File: config.mk
export PLATFORM = sky130hd
export DESIGN_NAME = bnn_vector_feeder
export DESIGN_NICKNAME = d
export VERILOG_FILES = /design/src/rtl/bnn_vector_feeder.sv
export SDC_FILE = /design/constraint.sdc
export NUM_CORES = 1
export LEC_CHECK = 0
export CAP_MARGIN = 5
export CORE_UTILIZATION = 25
export CTS_CLUSTER_SIZE = 8
export DETAILED_ROUTE_END_ITERATION = 16
export GPL_TIMING_DRIVEN = 0
export PLACE_DENSITY = 0.46
export SLEW_MARGIN = 15
export SYNTH_ARGS = -nofsm -noshare
export SYNTH_HDL_FRONTEND = slang
export SYNTH_SLANG_ARGS = --single-unit
File: constraint.sdc
create_clock -name clk -period 2.6 [get_ports clk]
set_clock_uncertainty 0.15 [all_clocks]
set_input_delay 0.52 -clock clk [delete_from_list [all_inputs] [get_ports clk]]
set_output_delay 0.52 -clock clk [all_outputs]
set_load 0.01 [all_outputs]
File: src/rtl/bnn_vector_feeder.sv
`default_nettype none
// ============================================================================
// Module   : bnn_vector_feeder
// Purpose  : Buffers one layer of input neurons from a byte stream, then emits
//            16-lane neuron vectors with their weight words to the BNN datapath
// Revision : 1.0 - initial release
// ============================================================================
module bnn_vector_feeder #(
  parameter int NUM_IN  = 64,
  parameter int NUM_OUT = 8,
  parameter int ADDR_W  = 8,
  parameter int IDX_W   = 8
) (
  input  logic               clk,
  input  logic               rst,
  input  logic               start,
  input  logic               in_valid,
  input  logic [7:0]         in_data,
  output logic               in_ready,
  output logic               wt_rd_en,
  output logic [ADDR_W-1:0]  wt_addr,
  input  logic [15:0]        wt_rdata,
  output logic               out_valid,
  input  logic               out_ready,
  output logic [15:0][7:0]   input_neuron,
  output logic [15:0]        weight_bits,
  output logic               out_last,
  output logic [IDX_W-1:0]   out_idx,
  output logic               busy,
  output logic               done
);

  localparam int C_CHUNKS  = NUM_IN / 16;
  localparam int C_BYTE_W  = (NUM_IN > 16) ? $clog2(NUM_IN) : 5;
  localparam int C_CHUNK_W = C_BYTE_W - 4;

  localparam logic [C_BYTE_W-1:0]  C_LAST_BYTE  = C_BYTE_W'(NUM_IN - 1);
  localparam logic [C_CHUNK_W-1:0] C_LAST_CHUNK = C_CHUNK_W'(C_CHUNKS - 1);
  localparam logic [IDX_W-1:0]     C_LAST_IDX   = IDX_W'(NUM_OUT - 1);

  typedef enum logic [2:0] {
    S_IDLE    = 3'd0,
    S_LOAD    = 3'd1,
    S_FETCH   = 3'd2,
    S_CAPTURE = 3'd3,
    S_SEND    = 3'd4,
    S_DONE    = 3'd5
  } state_t;

  state_t               r_state;
  logic [C_BYTE_W-1:0]  r_byte_cnt;
  logic [C_CHUNK_W-1:0] r_chunk;
  logic [7:0]           r_buf [C_CHUNKS][16];

  logic w_last_chunk;
  logic w_last_idx;

  assign w_last_chunk = (r_chunk == C_LAST_CHUNK);
  assign w_last_idx   = (out_idx == C_LAST_IDX);

  always_ff @(posedge clk or negedge rst) begin
    if (!rst) begin
      r_state      <= S_IDLE;
      r_byte_cnt   <= '0;
      r_chunk      <= '0;
      in_ready     <= 1'b0;
      wt_rd_en     <= 1'b0;
      wt_addr      <= '0;
      out_valid    <= 1'b0;
      input_neuron <= '0;
      weight_bits  <= '0;
      out_last     <= 1'b0;
      out_idx      <= '0;
      busy         <= 1'b0;
      done         <= 1'b0;
      for (int c = 0; c < C_CHUNKS; c++) begin
        for (int j = 0; j < 16; j++) begin
          r_buf[c][j] <= '0;
        end
      end
    end else begin
      case (r_state)
        S_IDLE: begin
          if (start) begin
            r_state    <= S_LOAD;
            r_byte_cnt <= '0;
            r_chunk    <= '0;
            out_idx    <= '0;
            wt_addr    <= '0;
            in_ready   <= 1'b1;
            busy       <= 1'b1;
          end
        end

        S_LOAD: begin
          if (in_valid) begin
            r_buf[r_byte_cnt[C_BYTE_W-1:4]][r_byte_cnt[3:0]] <= in_data;
            if (r_byte_cnt == C_LAST_BYTE) begin
              r_state  <= S_FETCH;
              in_ready <= 1'b0;
              wt_rd_en <= 1'b1;
            end else begin
              r_byte_cnt <= r_byte_cnt + C_BYTE_W'(1);
            end
          end
        end

        S_FETCH: begin
          wt_rd_en <= 1'b0;
          r_state  <= S_CAPTURE;
        end

        S_CAPTURE: begin
          weight_bits <= wt_rdata;
          for (int j = 0; j < 16; j++) begin
            input_neuron[j] <= r_buf[r_chunk][j];
          end
          out_last  <= w_last_chunk;
          out_valid <= 1'b1;
          r_state   <= S_SEND;
        end

        S_SEND: begin
          if (out_ready) begin
            out_valid <= 1'b0;
            if (w_last_chunk && w_last_idx) begin
              r_chunk <= '0;
              done    <= 1'b1;
              r_state <= S_DONE;
            end else begin
              // Weight words are laid out idx-major, so the next address is always +1
              wt_addr  <= wt_addr + ADDR_W'(1);
              wt_rd_en <= 1'b1;
              r_state  <= S_FETCH;
              if (w_last_chunk) begin
                r_chunk <= '0;
                out_idx <= out_idx + IDX_W'(1);
              end else begin
                r_chunk <= r_chunk + C_CHUNK_W'(1);
              end
            end
          end
        end

        S_DONE: begin
          done    <= 1'b0;
          busy    <= 1'b0;
          out_idx <= '0;
          r_state <= S_IDLE;
        end

        default: r_state <= S_IDLE;
      endcase
    end
  end

endmodule
`default_nettype wire

==> impl_metrics.py <==
metrics = {
    "logic_synthesis": {
        "synth.distinct_cells": 60,
        "seq_area_frac_synth_pct": 57.6,
        "syn_nets": 1871,
        "synth_flop_cell": "dfrtp_1",
        "yosys-top-cells-area": "dfrtp_1 58%, mux2_2 24%, mux4_2 9.6%, nor2_8 1.3%, clkbuf_1 0.99%",
        "synth_warnings": 0,
        "synth_top_area_cell": "dfrtp_1",
        "synth_most_common_cell": "dfrtp_1",
        "synthTopCellsByCount": "689 x dfrtp_1, 643 x mux2_2, 128 x mux4_2",
        "synthCells": 1835,
        "syn_area_per_cell_sq_um": 16.3,
        "yosysTopAreaCellShare_pct": 57.6,
        "synth_edf_count": 0,
        "synth-seq-cells": 689,
        "ys_async_sr_fraction_pct": 100,
        "syn_area_sq_um": 29900,
    },
    "critical_path": {
        "cp-end-kind": "register",
        "worstPathArrival_ns": 2.94,
        "reg2reg_to": "r_buf[36]$_DFFE_PN0P_",
        "r2r.worst_path.cells": 5,
        "critPathKind": "reg2reg",
        "r2r_start": "r_byte_cnt[3]$_DFFE_PN0P_",
        "required_ns": 2.97,
        "path_max_fanout": 10,
        "rrSetupSlack_ns": 0.03,
        "startpoint_type": "register",
    },
    "sta": {
        "holdWs_ns": -0.377,
        "slew_headroom_pct": 13.5,
        "tightest_slew_ns": 1.30,
        "fmax_ghz": 0.390,
        "finalMaxSlewViolations": 0,
        "setup_viol": 0,
        "finalCriticalPeriod_ns": 2.57,
        "period_share_pct": 98.7,
        "hold_viol": 90,
        "rsz0062_at_grt": "true",
    },
    "die": {
        "die_h_microns": 348,
        "ioPinCount": 195,
        "fp.dieArea_sq_um": 121000,
        "dieWidth_microns": 348,
        "start_util_pct": 25.3,
        "num_rows": 126,
        "core_sq_um": 118000,
    },
    "finish": {
        "utilization_pct": 31.1,
        "finalNetCount": 2164,
        "syn_to_final_growth_pct": 22.8,
        "drive_gt1_share_pct": 47.4,
    },
    "outcome": {
        "violations": "hold timing",
        "status": "finished, violations left",
    },
    "clock_network": {
        "cts.htree.levels": 3,
        "cts.root.buffer_cell": "clkbuf_16",
        "clkTransAtPathRegs_ns": 0.05,
        "post_cts_buffers": 0,
        "clkLatencyLatePin_ns": 0.66,
        "cts_tree": "yes",
        "clock-sinks": 689,
        "clockBufferDepth": 3,
        "cts_buffers": 97,
    },
    "global_route": {
        "grtUsageTotal_pct": 15.4,
        "grt_overflow": 0,
        "grt_pass1_vias": 18986,
        "grt_max_degree": 107,
        "grt_pass1_wl_microns": 136000,
        "antenna_found_initial": 7,
    },
    "run": {
        "max_cap_violations": 0,
    },
    "place": {
        "dp_hpwl_microns": 62200,
        "gp_congestion": 0.767,
        "port_buffers": 186,
    },
    "route": {
        "ant_nets": 0,
        "avgViaCountPerCell": 4.61,
        "drt_pass1_iterations": 5,
        "drc": 0,
        "drt_wl_total_microns": 92000,
        "wl_per_cell_microns": 24.6,
        "drt_iter0_drc": 677,
        "vias": 17260,
    },
    "power_and_ir_drop": {
        "vdd_drop_max_mv": 0.435,
        "total_power_mw": 29.7,
        "power_density_nw_per_um2": 809,
        "cellLeakagePower_nw": 17.0,
    },
    "min_path": {
        "min_path_type": "in2async",
    },
}
## cells by family (layout without fill, tap and decap cells)
group / count (synthesis) / count (layout) / synth area share, %
other: 0 / 4 / 0
multiplexers: 786 / 786 / 34.4
buffers and inverters: 129 / 437 / 1.85
AO/OA/AOI/OAI: 60 / 60 / 1.34
adder cells (fa/ha/maj): 7 / 7 / 0.293
AND/OR/NAND/NOR: 164 / 164 / 4.53
flip-flops: 689 / 689 / 57.6
## state kept, by name, indices dropped and copies added (netlist names)
| register | flops |
|---|---|
| r_byte_cnt | 6 |
| out_idx | 8 |
| r_buf | 512 |
| out_valid | 1 |
| busy | 1 |
| done | 1 |
| in_ready | 1 |
| input_neuron | 128 |
| wt_addr | 8 |
| out_last | 1 |
| r_chunk | 2 |
| weight_bits | 16 |
| wt_rd_en | 1 |
| r_state | 3 |
## area by class of cell
cell class	instances	area (sq um)
repair buffers	196	2130
well taps	1600	2000
clock inverters	8	81.3
diodes	4	10.0
multi-input cells	1017	12200
plain buffers	120	568
clock buffers	106	2490
fillers	11672	81600
inverters	7	26.3
flip-flops and latches	689	17200
## routing by layer
metal  track usage, %  routed length, microns
met1             20.3                   40700
met2             25.8                   45700
met3             2.35                    2920
met4             5.20                    2690
met5                0                       0
## per-stage QoR
stage	setup TNS, ns	area, sq um	worst slack (ns)	instances	hold WS, ns
after floorplan	0	29900	0.367	1835	0.0744
after CTS	-2.60	36700	-0.106	3743	-0.272
after detailed placement	-373.08	34000	-0.722	3630	0.319
after global routing	-3.70	36800	-0.122	3744	-0.341
after global placement	-	33800	-29.60	3621	0.312
final	0	36800	0.0345	3747	-0.377
## where the power goes
group	internal (mW)	switching (mW)	leakage, nW	total, mW
Sequential	11.6	0.572	9.49	12.2
Combinational	2.91	3.38	6.29	6.29
Clock	6.67	4.62	1.27	11.3
Total	21.2	8.57	17.0	29.7
## how the worst max path moves through the flow
stage,start,end,slack (ns)
floorplan,r_byte_cnt[0]$_DFFE_PN0P_,r_buf[136]$_DFFE_PN0P_,0.37
global placement,rst,input_neuron[28]$_DFFE_PN0P_,-29.60
detailed placement,r_chunk[0]$_DFFE_PN0P_,input_neuron[9]$_DFFE_PN0P_,-0.72
CTS,r_byte_cnt[0]$_DFFE_PN0P_,r_buf[169]$_DFFE_PN0P_,-0.11
global route,r_byte_cnt[3]$_DFFE_PN0P_,r_buf[417]$_DFFE_PN0P_,-0.12
finish,r_byte_cnt[3]$_DFFE_PN0P_,r_buf[36]$_DFFE_PN0P_,0.03
## layout by cell type (no fill, tap or decap), drive strengths merged, types with 4 or more instances in the layout
cell type / count
nand3: 24
clkdlybuf4s50: 185
diode: 4
o211ai: 5
inv: 12
dfrtp: 689
nor2: 63
nor2b: 7
nand2: 37
o21ai: 11
mux4: 128
a21oi: 10
clkbuf: 183
and2: 4
a21o: 4
o31ai: 5
buf: 54
and3: 4
a31oi: 7
ha: 7
mux2: 657
## timing repair
item | 4_1_cts | 5_1_grt
cloned | 0 | 1
endpoints found under the setup margin | 248 | 292
hold endpoints to repair | 90 | 90
resized for setup | 28 | 16
## worst max-delay path, stage by stage, from the launching register on
cell,delay (ns)
dfrtp_1,0.35
buf_2,0.26
nor2b_1,0.40
nand2_1,0.34
nor2_2,0.55
mux2_2,0.40
No activity file was read; power rests on OpenSTA's default activity.
